[src/rtl/gate_id_pkg.sv]
// Shared types and helpers for the two-input gate identifier.
// Holds the classification code enum, reference truth tables and the classifier function.
package gate_id_pkg;

    typedef enum logic [3:0] {
        GID_NONE     = 4'd0,
        GID_AND      = 4'd1,
        GID_OR       = 4'd2,
        GID_NAND     = 4'd3,
        GID_NOR      = 4'd4,
        GID_XOR      = 4'd5,
        GID_XNOR     = 4'd6,
        GID_NOT_A    = 4'd7,
        GID_OTHER    = 4'd8,
        GID_CONFLICT = 4'd9,
        GID_TIMEOUT  = 4'd10
    } gate_id_e;

    // Table bit index is {a,b}: bit3 = ab 11, bit0 = ab 00
    localparam logic [3:0] TT_AND   = 4'b1000;
    localparam logic [3:0] TT_OR    = 4'b1110;
    localparam logic [3:0] TT_NAND  = 4'b0111;
    localparam logic [3:0] TT_NOR   = 4'b0001;
    localparam logic [3:0] TT_XOR   = 4'b0110;
    localparam logic [3:0] TT_XNOR  = 4'b1001;
    localparam logic [3:0] TT_NOT_A = 4'b0011;

    function automatic gate_id_e classify(input logic [3:0] table_bits);
        gate_id_e id;
        case (table_bits)
            TT_AND:   id = GID_AND;
            TT_OR:    id = GID_OR;
            TT_NAND:  id = GID_NAND;
            TT_NOR:   id = GID_NOR;
            TT_XOR:   id = GID_XOR;
            TT_XNOR:  id = GID_XNOR;
            TT_NOT_A: id = GID_NOT_A;
            default:  id = GID_OTHER;
        endcase
        return id;
    endfunction

endpackage

[src/rtl/gate_identifier_classify.sv]
// Combinational truth-table classifier; maps a complete 4-entry table to a gate code.
module gate_identifier_classify
    import gate_id_pkg::*;
(
    input  logic [3:0] truth_table,
    output gate_id_e   gate_id
);

    assign gate_id = classify(truth_table);

endmodule

[src/rtl/gate_identifier.sv]
// Observer that captures (a,b,y) samples into a truth table and identifies the gate.
// Reports a classification, a conflict, or a timeout with a one-cycle done pulse.
module gate_identifier
    import gate_id_pkg::*;
#(
    parameter int unsigned TIMEOUT_CYCLES = 64
) (
    input  logic       clk,
    input  logic       rst,
    input  logic       start,
    input  logic       sample_valid,
    output logic       sample_ready,
    input  logic       sample_a,
    input  logic       sample_b,
    input  logic       sample_y,
    output logic       busy,
    output logic       done,
    output logic [3:0] result,
    output logic [3:0] truth_table,
    output logic [3:0] seen_mask
);

    localparam int unsigned CNT_W = (TIMEOUT_CYCLES > 2) ? $clog2(TIMEOUT_CYCLES) : 1;
    localparam logic [CNT_W-1:0] CNT_LAST = CNT_W'(TIMEOUT_CYCLES - 1);

    localparam logic [1:0] ST_IDLE    = 2'd0;
    localparam logic [1:0] ST_COLLECT = 2'd1;
    localparam logic [1:0] ST_REPORT  = 2'd2;

    logic [1:0]       state;
    logic [CNT_W-1:0] count;
    gate_id_e         result_q;
    logic [3:0]       table_q;
    logic [3:0]       mask_q;

    logic [1:0] idx;
    logic       accept;
    logic       conflict;
    logic       complete;
    logic       timed_out;
    logic [3:0] next_table;
    logic [3:0] next_mask;
    gate_id_e   next_id;

    assign sample_ready = (state == ST_COLLECT);
    assign busy         = (state != ST_IDLE);
    assign done         = (state == ST_REPORT);
    assign result       = result_q;
    assign truth_table  = table_q;
    assign seen_mask    = mask_q;

    assign idx    = {sample_a, sample_b};
    assign accept = sample_valid && sample_ready;

    always_comb begin
        next_table = table_q;
        next_mask  = mask_q;
        conflict   = 1'b0;
        if (accept) begin
            if (mask_q[idx]) begin
                conflict = (table_q[idx] != sample_y);
            end else begin
                next_table[idx] = sample_y;
                next_mask[idx]  = 1'b1;
            end
        end
    end

    // Completion and timeout both look at this cycle's updated mask
    assign complete  = (next_mask == 4'b1111);
    assign timed_out = (count == CNT_LAST);

    gate_identifier_classify u_classify (
        .truth_table (next_table),
        .gate_id     (next_id)
    );

    always_ff @(posedge clk or posedge rst) begin
        if (rst) begin
            state    <= ST_IDLE;
            count    <= '0;
            result_q <= GID_NONE;
            table_q  <= '0;
            mask_q   <= '0;
        end else begin
            case (state)
                ST_IDLE: begin
                    if (start) begin
                        count    <= '0;
                        result_q <= GID_NONE;
                        table_q  <= '0;
                        mask_q   <= '0;
                        state    <= ST_COLLECT;
                    end
                end
                ST_COLLECT: begin
                    count <= count + 1'b1;
                    if (conflict) begin
                        result_q <= GID_CONFLICT;
                        state    <= ST_REPORT;
                    end else begin
                        table_q <= next_table;
                        mask_q  <= next_mask;
                        if (complete) begin
                            result_q <= next_id;
                            state    <= ST_REPORT;
                        end else if (timed_out) begin
                            result_q <= GID_TIMEOUT;
                            state    <= ST_REPORT;
                        end
                    end
                end
                ST_REPORT: state <= ST_IDLE;
                default:   state <= ST_IDLE;
            endcase
        end
    end

endmodule

[config.mk]
export PLATFORM = sky130hd
export DESIGN_NAME = gate_identifier
export DESIGN_NICKNAME = d
export VERILOG_FILES = /design/src/rtl/gate_id_pkg.sv /design/src/rtl/gate_identifier_classify.sv /design/src/rtl/gate_identifier.sv
export SDC_FILE = /design/constraint.sdc
export NUM_CORES = 1
export LEC_CHECK = 0
export ABC_AREA = 1
export BUFFER_PORTS_ARGS = -buffer_cell sky130_fd_sc_hd__buf_4
export CAP_MARGIN = 0
export CORE_UTILIZATION = 38
export DETAILED_ROUTE_END_ITERATION = 10
export GPL_TIMING_DRIVEN = 0
export PLACE_DENSITY = 0.62
export SLEW_MARGIN = 20
export SYNTH_ARGS = -nofsm -noshare
export SYNTH_HDL_FRONTEND = slang
export SYNTH_HIERARCHICAL = 1
export SYNTH_SLANG_ARGS = --single-unit
[constraint.sdc]
create_clock -name clk -period 2.43 [get_ports clk]
set_clock_uncertainty 0.1 [all_clocks]
set_input_delay 0.3645 -clock clk [delete_from_list [all_inputs] [get_ports clk]]
set_output_delay 0.3645 -clock clk [all_outputs]
set_load 0.03 [all_outputs]
### Yosys cells after proc, flatten, opt, wreduce, memory -nomap -nowiden

Index checks and enable logic that the tools add are counted.

| storage, ports and cells | value |
|---|---|
| register bits after elaboration | 20 |
| bits in latches | 0 |
| memory bits (writable) | 0 |
| ROM bits | 0 |
| word-level logic and storage cells | 63 |
| memories | 0 |

| cells by class | value |
|---|---|
| add/subtract/negate cells | 1 |
| $mul | 0 |
| divide/modulo/power cells | 0 |
| magnitude comparators | 2 |
| equality and inequality tests | 15 |
| shifts and indexed selects | 0 |
| multiplexer cells | 30 |
| bitwise logic cells | 1 |
| reductions and logical operators | 9 |

Operators with widths:

| cell | number |
|---|---|
| $mux 4 | 10 |
| $pmux 4 s7 | 1 |
| $pmux 4 s2 | 3 |
| $eq 4x4->1 const B | 4 |
| $pmux 6 s2 | 1 |
| $eq 4x3->1 const B | 2 |
| $mux 2 | 4 |
| $add 6x1->6 const B | 1 |
| $eq 6x6->1 const B | 1 |
| $mux 6 | 1 |
| $reduce_and 3->1 | 2 |
| $mux 1 | 5 |
| $bmux 1 s2 | 2 |
| $bwmux 4 | 1 |
| $eq 4x1->1 const B | 1 |
| $eq 4x2->1 const B | 1 |
| $ne 2x2->1 const B | 2 |
| $ne 4x1->1 const B | 1 |
| $or 4x4->4 | 1 |
| $pmux 2 s2 | 1 |
| $reduce_and 2->1 | 2 |
| $reduce_bool 2->1 | 2 |
| $lt 2x3->1 const B | 1 |
| $demux 1 s2 | 1 |
| 6 further kinds | 7 |

### Depth between registers and ports, before layout

Gate-level depths: netlist (run 1).

| logic depth | value |
|---|---|
| depth in word-level cells | 12 |
| mapped depth | 19 |
| mapped depth without buffers | 18 |

### Cells and area by module

The synthesis (run 1) kept the hierarchy.

Modules (own cells, without submodules):

| module | instances | cells each | area an instance (µm²) |
|---|---|---|---|
| gate_identifier | 1 | 173 | 1281.2 |
| gate_identifier_classify | 1 | 22 | 110.1 |

### Worst setup path before layout (run 1)

Ideal clock, no wire load.

| timing | value |
|---|---|
| path kind | register to register |
| from | reg mask_q[3] (netlist: seen_mask[3]) |
| to | reg result_q[3] (netlist: result[3]) |
| setup time | 0.117 ns |
| data arrival time | 1.896 ns |
| data required time | 2.213 ns |
| path slack | 0.318 ns |
| stages on the path, launching flop included | 17 |
| buffers on the path | 0 |
| cells stage by stage | dfrtp_1 > nand3_1 > nand2_2 > nor2_4 > nand4_1 > o21ai_1 > inv_2 > nor2_1 > nand2_1 > nand3_2 > nor2_2 > inv_1 > nand2_1 > nor2_1 > nor2_1 > nand2_1 > nand2_1 |

| on the way | value |
|---|---|
| cells in the longest elaborated chain, start to end | 9 |
| elaborated cells between the ends (all ways) | 23 |
| those cells by class | eq/ne: 9; mux: 12; bitwise: 1; reduce/logical: 1 |

Ends and longest elaborated chain:

| element | line | source |
|---|---|---|
| start, declared | gate_identifier.sv:34 | `logic [3:0] mask_q;` |
| start signal, assigned | gate_identifier.sv:103 | `mask_q <= next_mask;` |
| $bmux 1 s2 * | gate_identifier.sv:60 | `if (mask_q[idx]) begin` |
| $mux 1 (implied by the code) * | gate_identifier.sv:60 |  |
| $mux 4 * | gate_identifier.sv:60 |  |
| $mux 4 * | gate_identifier.sv:59 | `if (accept) begin` |
| net next_table[2] | gate_identifier.sv:41 | `logic [3:0] next_table;` |
| $eq 4x2->1 (tied with other cells) | gate_id_pkg.sv:30 | `case (table_bits)` |
| $pmux 4 s7 * | gate_id_pkg.sv:30 |  |
| net next_id[3] | gate_identifier.sv:43 | `gate_id_e next_id;` |
| $mux 4 * | gate_identifier.sv:104 | `if (complete) begin` |
| $mux 4 * | gate_identifier.sv:98 | `if (conflict) begin` |
| $pmux 4 s2 * | gate_identifier.sv:86 | `case (state)` |
| end signal, assigned | gate_identifier.sv:105 | `result_q <= next_id;` |
| end, declared | gate_identifier.sv:32 | `gate_id_e result_q;` |

Mark *: on every way through the listed nets, which the timed path passes. The rest lies on a longest branch. The select of a mux whose other input is x is not followed.
A chain may end at the register's enable or synchronous reset.

### Worst setup path after layout (run 1)

Same ends and word-level chain as after synthesis.

==> flow_summary.yaml, run 1 <==
status:
  status: "complete, no violations"
drt:
  wl_per_cell_um: 11.0
  drt_first_iter_violations: 46
  drc: 0
  routed_wl_um: 2960
  vias: 1311
  ant_nets: 0
  via_per_inst: 4.89
  firstDrtPassIters: 4
synth:
  synth_ff_type: "dfrtp_1"
  yosys_warnings: 6
  synth_commonest_cells: "nand2_1, dfrtp_1, inv_1"
  synth_compound_area_frac: 0.108
  synth_nets: 203
  synth-xor-area-share: 0.00629
  synth-seq-cells: 20
  ys_types: 25
  synthAdderAreaFrac: 0.00899
  synth_mux_area_frac: 0
  yosysMostFrequentCell: "nand2_1"
  synth_seq_area_share: 0.360
  synth_top_area_frac: 0.360
  async_flop_share: 1.00
  syn_area_per_cell_sq_um: 7.14
  synth_edf_count: 0
  syn_area_sq_um: 1390
  synth_top_family_by_area: "simple AND/OR/NAND/NOR gates"
  synth_top_area_cell: "dfrtp_1"
  synth_area_leaders: "dfrtp_1, nand2_1, nand2_2"
  synth_cells: 195
  yosys.area_share.simple: 0.424
place:
  dpl-instance-area_sq_um: 1590
  hpwl_um: 2180
  port_buffers: 19
  gp_congestion: 0.737
cts:
  cts_root_buf: "clkbuf_4"
  numCtsBuffers: 3
  hold_buffers: 0
  cts.sinks: 20
  insertion_delay_ns: 0.31
  clock_path_buffers: 2
  cts_tree: "built"
  path_clk_slew_ns: 0.12
  cts_max_level: 1
timing:
  finalSetupViolCount: 0
  finalHoldViolCount: 0
  fin_hold_ws_ns: 0.0792
  rsz0062_at_grt: "false"
  tightest_slew_ns: 0.763
  fmax_ghz: 0.461
  final.setup.tns_ns: 0
  max_slew_margin: 0.491
  slew_viol_final: 0
  final.min_clock_period_ns: 2.17
  timing.final.crit_share: 0.893
die:
  core_area_sq_um: 3420
  dieHeight_um: 62.5
  dieArea_sq_um: 3910
  num_rows: 21
  ioPinCount: 22
  die_width_um: 62.5
  start_util: 0.407
finish:
  final_area_sq_um: 1690
  utilization: 0.495
  diodes: 0
  layout.nets: 231
  layout-drive-gt1-share: 0.306
  area_delta_synth_final_pct: 21.5
worst_setup_path:
  worst_setup_path_end_kind: "flip-flop"
  cp.arrival_ns: 2.29
  cp_cell_sequence: "nand3_1, nand2_2, nor2_4, nand4_1, o21ai_2, inv_2, nor2_1, nand2_1, nand3_2, nor2_2, inv_1, nand2_1, nor2_1, nor2_1, nand2_1, nand2_1"
  cp_slowest_cell: "dfrtp_1"
  start_kind: "flip-flop"
  required_ns: 2.55
  criticalPathCategory: "reg -> reg"
  cp_max_fo: 5
  slowest_delay_ns: 0.41
  r2r_setup_slack_ns: 0.26
  path_common_cell: "nand2_1"
power:
  p_per_area_nw_per_um2: 1010
  p_int_uw: 902
  power_frac_clock: 0.163
  power_frac_seq: 0.296
  switchingPower_uw: 799
  power.total_uw: 1700
  p_leak_uw: 0.000886
  ir_drop_uv: 361
  pwr-share-comb: 0.541
  switching_share: 0.470
grt:
  grt_pass1_vias: 1155
  antenna_found_initial: 0
  grt_max_degree: 21
  grt_pass1_wl_um: 5110
  track_usage: 0.162
  grt_overflow: 0
min_path:
  holdCritPathClass: "in -> async"
run:
  drv_cap: 0
==> logic make-up after synthesis <==
group / after synthesis
AOI/OAI and AO/OA: 23
xor gates and xnor gates: 1
adders and majority gates: 1
buffers and inverters: 29
DFF: 20
and+or+nand+nor: 121
==> worst max-delay path, delay by kind of cell (launching register included) <==
| family | cells | cell delay (ns) |
|---|---|---|
| compound gates | 1 | 0.24 |
| buf+inv | 2 | 0.12 |
| flops | 1 | 0.41 |
| simple gates | 13 | 1.19 |
==> metrics by stage <==
step           instances  worst slack, ns
6_report             268            0.261
5_1_grt              268           0.0256
4_1_cts              264            0.128
3_5_place_dp         260           0.0873
3_3_place_gp         260           0.0652
2_1_floorplan        195            0.318
==> sequential cells by signal, summed over array words and instances, names as in the netlist <==
name         flops
count            6
seen_mask        4
state            2
result           4
truth_table      4
==> area by class of cell <==
cell class,instances,area [sq um]
Fill cell,364,1730
Multi-Input combinational cell,146,777
Sequential cell,20,502
Timing Repair Buffer,23,173
Inverter,27,106
Tap cell,46,57.6
Clock inverter,1,30.0
Clock buffer,3,22.5
Buffer,2,22.5
==> power by group through the flow <==
stage | Sequential, uW | Combinational (uW) | Clock, uW
final | 503 | 921 | 277
after CTS | 502 | 882 | 287
after global routing | 517 | 1010 | 298
after floorplan | 580 | 567 | 0
after global placement | 507 | 878 | 0
after detailed placement | 509 | 878 | 0
==> per-layer routing <==
| layer | share of wire | global-route usage |
|---|---|---|
| met3 | 0.030 | 0.0164 |
| met2 | 0.45 | 0.258 |
| met1 | 0.51 | 0.221 |
| met5 | 0 | 0 |
| met4 | 0.013 | 0.0756 |
==> cell usage in the layout (no fill, tap or decap) <==
cell type,netlist,layout
nand2_1,64,64
buf_4,0,23
dfrtp_1,20,19
inv_1,19,18
nor2_1,15,15
nand3_1,12,12
nand2_2,12,12
o21ai_1,12,8
nand4_1,7,7
inv_2,5,6
o21ai_2,2,6
nand3_2,4,4
nor2_4,4,4
o22ai_1,3,3
clkbuf_4,0,3
buf_6,2,2
inv_4,2,2
o21ai_0,2,2
a32o_1,2,2
nand3_4,1,1
a21oi_4,1,1
clkinv_1,1,1
o31ai_1,1,1
xor2_1,1,1
or2_2,1,1
ha_1,1,1
bufinv_16,0,1
dfrtp_2,0,1
nor2_2,1,1
==> final timing paths <==
check	start	end	cells past startpoint
max reg2reg	seen_mask[3]$_DFFE_PP0P_	result[3]$_DFFE_PP0P_	16
min	rst	count[0]$_DFFE_PP0P_	2
min reg2reg	result[1]$_DFFE_PP0P_	result[1]$_DFFE_PP0P_	2
max	seen_mask[3]$_DFFE_PP0P_	result[3]$_DFFE_PP0P_	16
min in group clk	start	state[0]$_DFFE_PP0P_	3
max in group asynchronous	rst	state[0]$_DFFE_PP0P_	2
==> what timing repair did <==
item / in CTS / in global routing
gates resized for setup: 0 / 6
buffers inserted: 0 / 4
endpoints found under the hold margin: 0 / 0
setup endpoints to repair: 0 / 2
Note: power is estimated with default switching activity, not from simulation.
==> inputs of run 2 (changes only) <==
--- a/config.mk
+++ b/config.mk
@@ -8,11 +8,12 @@
 export ABC_AREA = 1
 export BUFFER_PORTS_ARGS = -buffer_cell sky130_fd_sc_hd__buf_4
 export CAP_MARGIN = 0
+export CELL_PAD_IN_SITES_DETAIL_PLACEMENT = 0
+export CELL_PAD_IN_SITES_GLOBAL_PLACEMENT = 1
 export CORE_UTILIZATION = 38
 export DETAILED_ROUTE_END_ITERATION = 10
 export GPL_TIMING_DRIVEN = 0
-export PLACE_DENSITY = 0.62
-export SLEW_MARGIN = 20
+export PLACE_DENSITY = 0.8
 export SYNTH_ARGS = -nofsm -noshare
 export SYNTH_HDL_FRONTEND = slang
 export SYNTH_HIERARCHICAL = 1
==> run 2 against run 1 <==
Net effect:
- critical path depth unchanged
- fmax down 3.3%
- sequential power up 1%
- register-to-register slack worse by 0.07 ns
- largest cell class unchanged
- highest routed layer unchanged
==> flow_summary.yaml, run 2 (synthesis gave the netlist of run 1 again) <==
timing:
  final.setup.tns_ns: 0
  max_slew_margin: 0.487
  finalHoldViolCount: 0
  timing.final.crit_share: 0.923
  tightest_slew_ns: 0.769
  finalSetupViolCount: 0
  slew_viol_final: 0
  fmax_ghz: 0.446
  final.min_clock_period_ns: 2.24
drt:
  wl_per_cell_um: 11.7
  drt_first_iter_violations: 82
  ant_nets: 0
  drc: 0
  firstDrtPassIters: 4
  routed_wl_um: 3120
  via_per_inst: 4.89
  vias: 1300
worst_setup_path:
  worstRegToRegCells: 16
  cp_slowest_cell: "dfrtp_1"
  worstSetupStartpoint: "state[1]$_DFFE_PP0P_"
  r2r-start: "state[1]$_DFFE_PP0P_"
  slowest_delay_ns: 0.39
  cp_cell_sequence: "inv_2, nand3_4, inv_1, nand4_1, o21ai_2, inv_2, nor2_1, nand2_1, nand3_2, nor2_2, inv_1, nand2_1, nor2_1, nor2_1, nand2_1, nand2_1"
  r2r-end: "result[3]$_DFFE_PP0P_"
  worst_setup_path_end_kind: "flip-flop"
  path_common_cell: "nand2_1"
  cp_max_fo: 10
  required_ns: 2.53
  r2r_setup_slack_ns: 0.19
  critPathTopFamily: "simple AND/OR/NAND/NOR gates"
  worst-path-buf-inv: 4
  cp_num_cells: 16
  criticalPathCategory: "reg -> reg"
  cp-endpoint: "result[3]$_DFFE_PP0P_"
  cp.arrival_ns: 2.35
  start_kind: "flip-flop"
cts:
  cts_tree: "built"
  cts.sinks: 20
  path_clk_slew_ns: 0.12
  clock_path_buffers: 2
  cts_root_buf: "clkbuf_4"
  numCtsBuffers: 3
  insertion_delay_ns: 0.30
  hold_buffers: 0
  cts_max_level: 1
die:
  core_area_sq_um: 3420
  num_rows: 21
  start_util: 0.407
  die_width_um: 62.5
  dieHeight_um: 62.5
  dieArea_sq_um: 3910
  ioPinCount: 22
finish:
  area_delta_synth_final_pct: 19.2
  mostFrequentLayoutCells: "nand2_1, buf_4, inv_1, dfrtp_1, nor2_1"
  layout.nets: 229
  final_area_sq_um: 1660
  fillers: 358
  largest_reg_flops: 6
  regMostFlops: "count"
  diodes: 0
  final_common_cell: "nand2_1"
  finalNonFillerCells: 266
  layout-drive-gt1-share: 0.295
run:
  drv_cap: 0
power:
  p_leak_uw: 0.000873
  ir_drop_uv: 619
  p_per_area_nw_per_um2: 975
place:
  placedCellCount: 260
  hpwl_um: 2520
  dpl-instance-area_sq_um: 1590
  port_buffers: 19
  gp_congestion: 0.782
grt:
  track_usage: 0.166
  antenna_found_initial: 0
  grt_pass1_wl_um: 5310
  grt_pass1_vias: 1224
  grt_max_degree: 21
  grt_overflow: 0
status:
  status: "complete, no violations"
min_path:
  holdCritPathClass: "in -> async"
==> run 2: changes by cell type in the layout (fill, tap and decap cells not counted) <==
cell,previous run,this run
buf_4,23,21
bufinv_16,1,0
clkbuf_8,0,1
inv_2,6,5
inv_1,18,19
==> run 2: where the power goes <==
part	leakage, uW	total (uW)	internal, uW	switching (uW)
combinational	0.000584	916	302	613
sequential	0.000268	508	421	87.5
clock	0.0000210	195	91.3	103
==> run 2: metrics by stage <==
stage          power [uW]  setup slack, ns  hold slack [ns]  utilization
2_1_floorplan        1150            0.318            0.228            -
3_3_place_gp         1380            0.102            0.358        0.466
3_5_place_dp         1410           0.0464            0.368        0.466
6_report             1620            0.188           0.0955        0.486
4_1_cts              1600           0.0832            0.135        0.477
5_1_grt              1750         -0.00192            0.162        0.486
==> run 2: worst reg2reg max path, cell delays in order (launching register included) <==
cell,delay [ns]
dfrtp_1,0.39
inv_2,0.13
nand3_4,0.17
inv_1,0.15
nand4_1,0.15
o21ai_2,0.23
inv_2,0.08
nor2_1,0.14
nand2_1,0.13
nand3_2,0.10
nor2_2,0.03
inv_1,0.04
nand2_1,0.04
nor2_1,0.11
nor2_1,0.05
nand2_1,0.08
nand2_1,0.05
==> run 2: final cells by class <==
cell class | instances | area, sq um | share of cell area
multi-input combinational | 146 | 777 | 0.468
tap | 46 | 57.6 | 0.0347
buffer | 2 | 22.5 | 0.0136
clock buffer | 4 | 36.3 | 0.0219
timing repair buffer | 21 | 158 | 0.0950
sequential | 20 | 502 | 0.302
inverter | 27 | 106 | 0.0641
==> run 2: how the worst min path moves through the flow <==
| stage | start | endpoint | slack [ns] | depth (start not counted) |
|---|---|---|---|---|
| after floorplan | rst | count[0]$_DFFE_PP0P_ | 0.23 | 1 |
| after global placement | result[2]$_DFFE_PP0P_ | result[2]$_DFFE_PP0P_ | 0.36 | 2 |
| after detailed placement | result[0]$_DFFE_PP0P_ | result[0]$_DFFE_PP0P_ | 0.37 | 2 |
| after CTS | rst | count[2]$_DFFE_PP0P_ | 0.13 | 2 |
| after global routing | rst | truth_table[1]$_DFFE_PP0P_ | 0.16 | 2 |
| final | rst | truth_table[1]$_DFFE_PP0P_ | 0.1 | 2 |
==> run 2: layer usage <==
metal  GRT usage  routed length, um  share of wire  vias up
met5           0                  0              0        -
met4      0.0436                 15         0.0048        0
met3      0.0109                 85          0.027        2
met2       0.313               1580           0.51       23
met1       0.203               1440           0.46      594
li1            -                  -              -      681
==> run 2: repair_timing <==
item	4_1_cts	5_1_grt
endpoints found under the setup margin	0	2
resized for setup	0	5
setup buffers	0	2
==> inputs of run 3 (changes only) <==
==> constraint.sdc (replaced) <==
create_clock -name clk -period 2.9 [get_ports clk]
set_clock_uncertainty 0.1 [all_clocks]
set_input_delay 0.435 -clock clk [delete_from_list [all_inputs] [get_ports clk]]
set_output_delay 0.435 -clock clk [all_outputs]
set_load 0.03 [all_outputs]
==> run 3 against run 2 <==
Net effect:
- combinational power shrank 18%
- hold slack gained 0.071 ns
- via count grew 0.15%
- power shrank 18%
- clock power shrank 16%
- critical endpoint unchanged
- highest routed layer unchanged
==> flow_summary.yaml, run 3 (synthesis gave the netlist of run 1 again) <==
worst_setup_path:
  slowest_delay_ns: 0.39
  cp_max_fo: 10
  path_common_cell: "nand2_1"
  worst-path-buf-inv: 4
  cp_slowest_cell: "dfrtp_1"
  criticalPathCategory: "reg -> reg"
  required_ns: 3.01
  critPathTopFamily: "simple AND/OR/NAND/NOR gates"
  start_kind: "flip-flop"
  cp_cell_sequence: "inv_2, nand3_4, inv_1, nand4_1, o21ai_1, inv_2, nor2_1, nand2_1, nand3_2, nor2_2, inv_1, nand2_1, nor2_1, nor2_1, nand2_1, nand2_1"
  cp.arrival_ns: 2.44
  worst_setup_path_end_kind: "flip-flop"
cts:
  numCtsBuffers: 3
  cts.sinks: 20
  cts_resized: 0
  insertion_delay_ns: 0.30
  clock_path_buffers: 2
  cts_tree: "built"
  cts_max_level: 1
  cts_root_buf: "clkbuf_4"
  path_clk_slew_ns: 0.12
  postCtsSetupBuffers: 0
  hold_buffers: 0
finish:
  mostFrequentLayoutCells: "nand2_1, dfrtp_1, inv_1, buf_4, nor2_1"
  diodes: 0
  regMostFlops: "count"
  final_common_cell: "nand2_1"
  layout.nets: 227
  largest_reg_flops: 6
  area_delta_synth_final_pct: 17.0
  fillers: 359
  layout-drive-gt1-share: 0.266
  final_area_sq_um: 1630
  multi_input_area_sq_um: 762
  seq_area_sq_um: 500
drt:
  via_per_inst: 4.93
  firstDrtPassIters: 4
  routed_wl_um: 3100
  wl_per_cell_um: 11.7
  drc: 0
  vias: 1302
  drt_first_iter_violations: 61
  ant_nets: 0
power:
  p_int_uw: 667
  p_per_area_nw_per_um2: 820
  pwr-share-comb: 0.560
  switchingPower_uw: 668
  ir_drop_uv: 514
  power_frac_clock: 0.123
  power_frac_seq: 0.318
  p_leak_uw: 0.000856
  switching_share: 0.500
die:
  start_util: 0.407
  die_width_um: 62.5
  ioPinCount: 22
  dieHeight_um: 62.5
  core_area_sq_um: 3420
  num_rows: 21
  dieArea_sq_um: 3910
grt:
  antenna_found_initial: 0
  grt_pass1_wl_um: 5310
  track_usage: 0.166
  grt_pass1_vias: 1224
  grt_max_degree: 21
  grt_overflow: 0
timing:
  tightest_slew_ns: 0.769
  rsz0062_at_grt: "false"
  timing.final.crit_share: 0.806
  finalSetupViolCount: 0
  final.min_clock_period_ns: 2.34
  fin_ws_ns: 0.562
  final.setup.tns_ns: 0
  fmax_ghz: 0.428
  slew_viol_final: 0
  finalHoldViolCount: 0
  max_slew_margin: 0.487
place:
  dpl_worst_slack_ns: 0.446
  hpwl_um: 2520
  port_buffers: 19
  dpl-instance-area_sq_um: 1590
  gp_congestion: 0.782
run:
  drv_cap: 0
min_path:
  holdCritPathClass: "in -> async"
status:
  status: "complete, no violations"
[run 3: cell types whose count changed in the layout (fill, tap and decap cells not counted)]
cell     before  now
o21ai_2       6    2
dfrtp_1      19   20
buf_4        21   19
o21ai_1       8   12
dfrtp_2       1    0
[run 3: cell type report]
class,count,area share
Buffer,2,0.0138
Clock buffer,4,0.0223
Inverter,27,0.0653
Multi-Input combinational cell,146,0.468
Sequential cell,20,0.307
Tap cell,46,0.0354
Timing Repair Buffer,19,0.0876
[run 3: power by group through the flow]
| stage | clock, uW | sequential [uW] | combinational [uW] |
|---|---|---|---|
| 3_3_place_gp | 0 | 425 | 731 |
| 4_1_cts | 166 | 424 | 754 |
| 5_1_grt | 182 | 434 | 824 |
| 2_1_floorplan | 0 | 486 | 475 |
| 3_5_place_dp | 0 | 429 | 752 |
| 6_report | 164 | 424 | 747 |
[run 3: path summary, 6_finish.rpt]
kind	start	slack (ns)	to	depth (start not counted)
hold / removal	rst	0.17	truth_table[1]$_DFFE_PP0P_	2
setup reg to reg	state[1]$_DFFE_PP0P_	0.56	result[3]$_DFFE_PP0P_	16
hold reg to reg	result[2]$_DFFE_PP0P_	0.39	result[2]$_DFFE_PP0P_	2
min in group clk	start	0.34	state[0]$_DFFE_PP0P_	3
max in group asynchronous	rst	2.05	state[1]$_DFFE_PP0P_	2
setup / recovery	state[1]$_DFFE_PP0P_	0.56	result[3]$_DFFE_PP0P_	16
[run 3: metal layers]
metal / share of wire / GRT usage / vias up / wire [um]
met1: 0.47 / 0.203 / 602 / 1460
met5: 0 / 0 / - / 0
li1: - / - / 675 / -
met4: 0.0048 / 0.0436 / 0 / 15
met3: 0.021 / 0.0109 / 2 / 66
met2: 0.50 / 0.313 / 23 / 1560
[run 3: metrics by stage]
step                 util  power [uW]  std cells  hold WS [ns]
global route        0.477        1440        264         0.232
CTS                 0.477        1340        264         0.205
detailed placement  0.466        1180        260         0.368
floorplan               -         961        195         0.299
global placement    0.466        1160        260         0.358
finish              0.477        1330        264         0.166
[run 3: worst register-to-register path, delay by kind of cell, from the launching register on]
kind / cells / cell delay [ns]
buffers and inverters: 4 / 0.42
flip-flops: 1 / 0.39
AO/OA/AOI/OAI: 1 / 0.31
AND/OR/NAND/NOR: 11 / 1.04
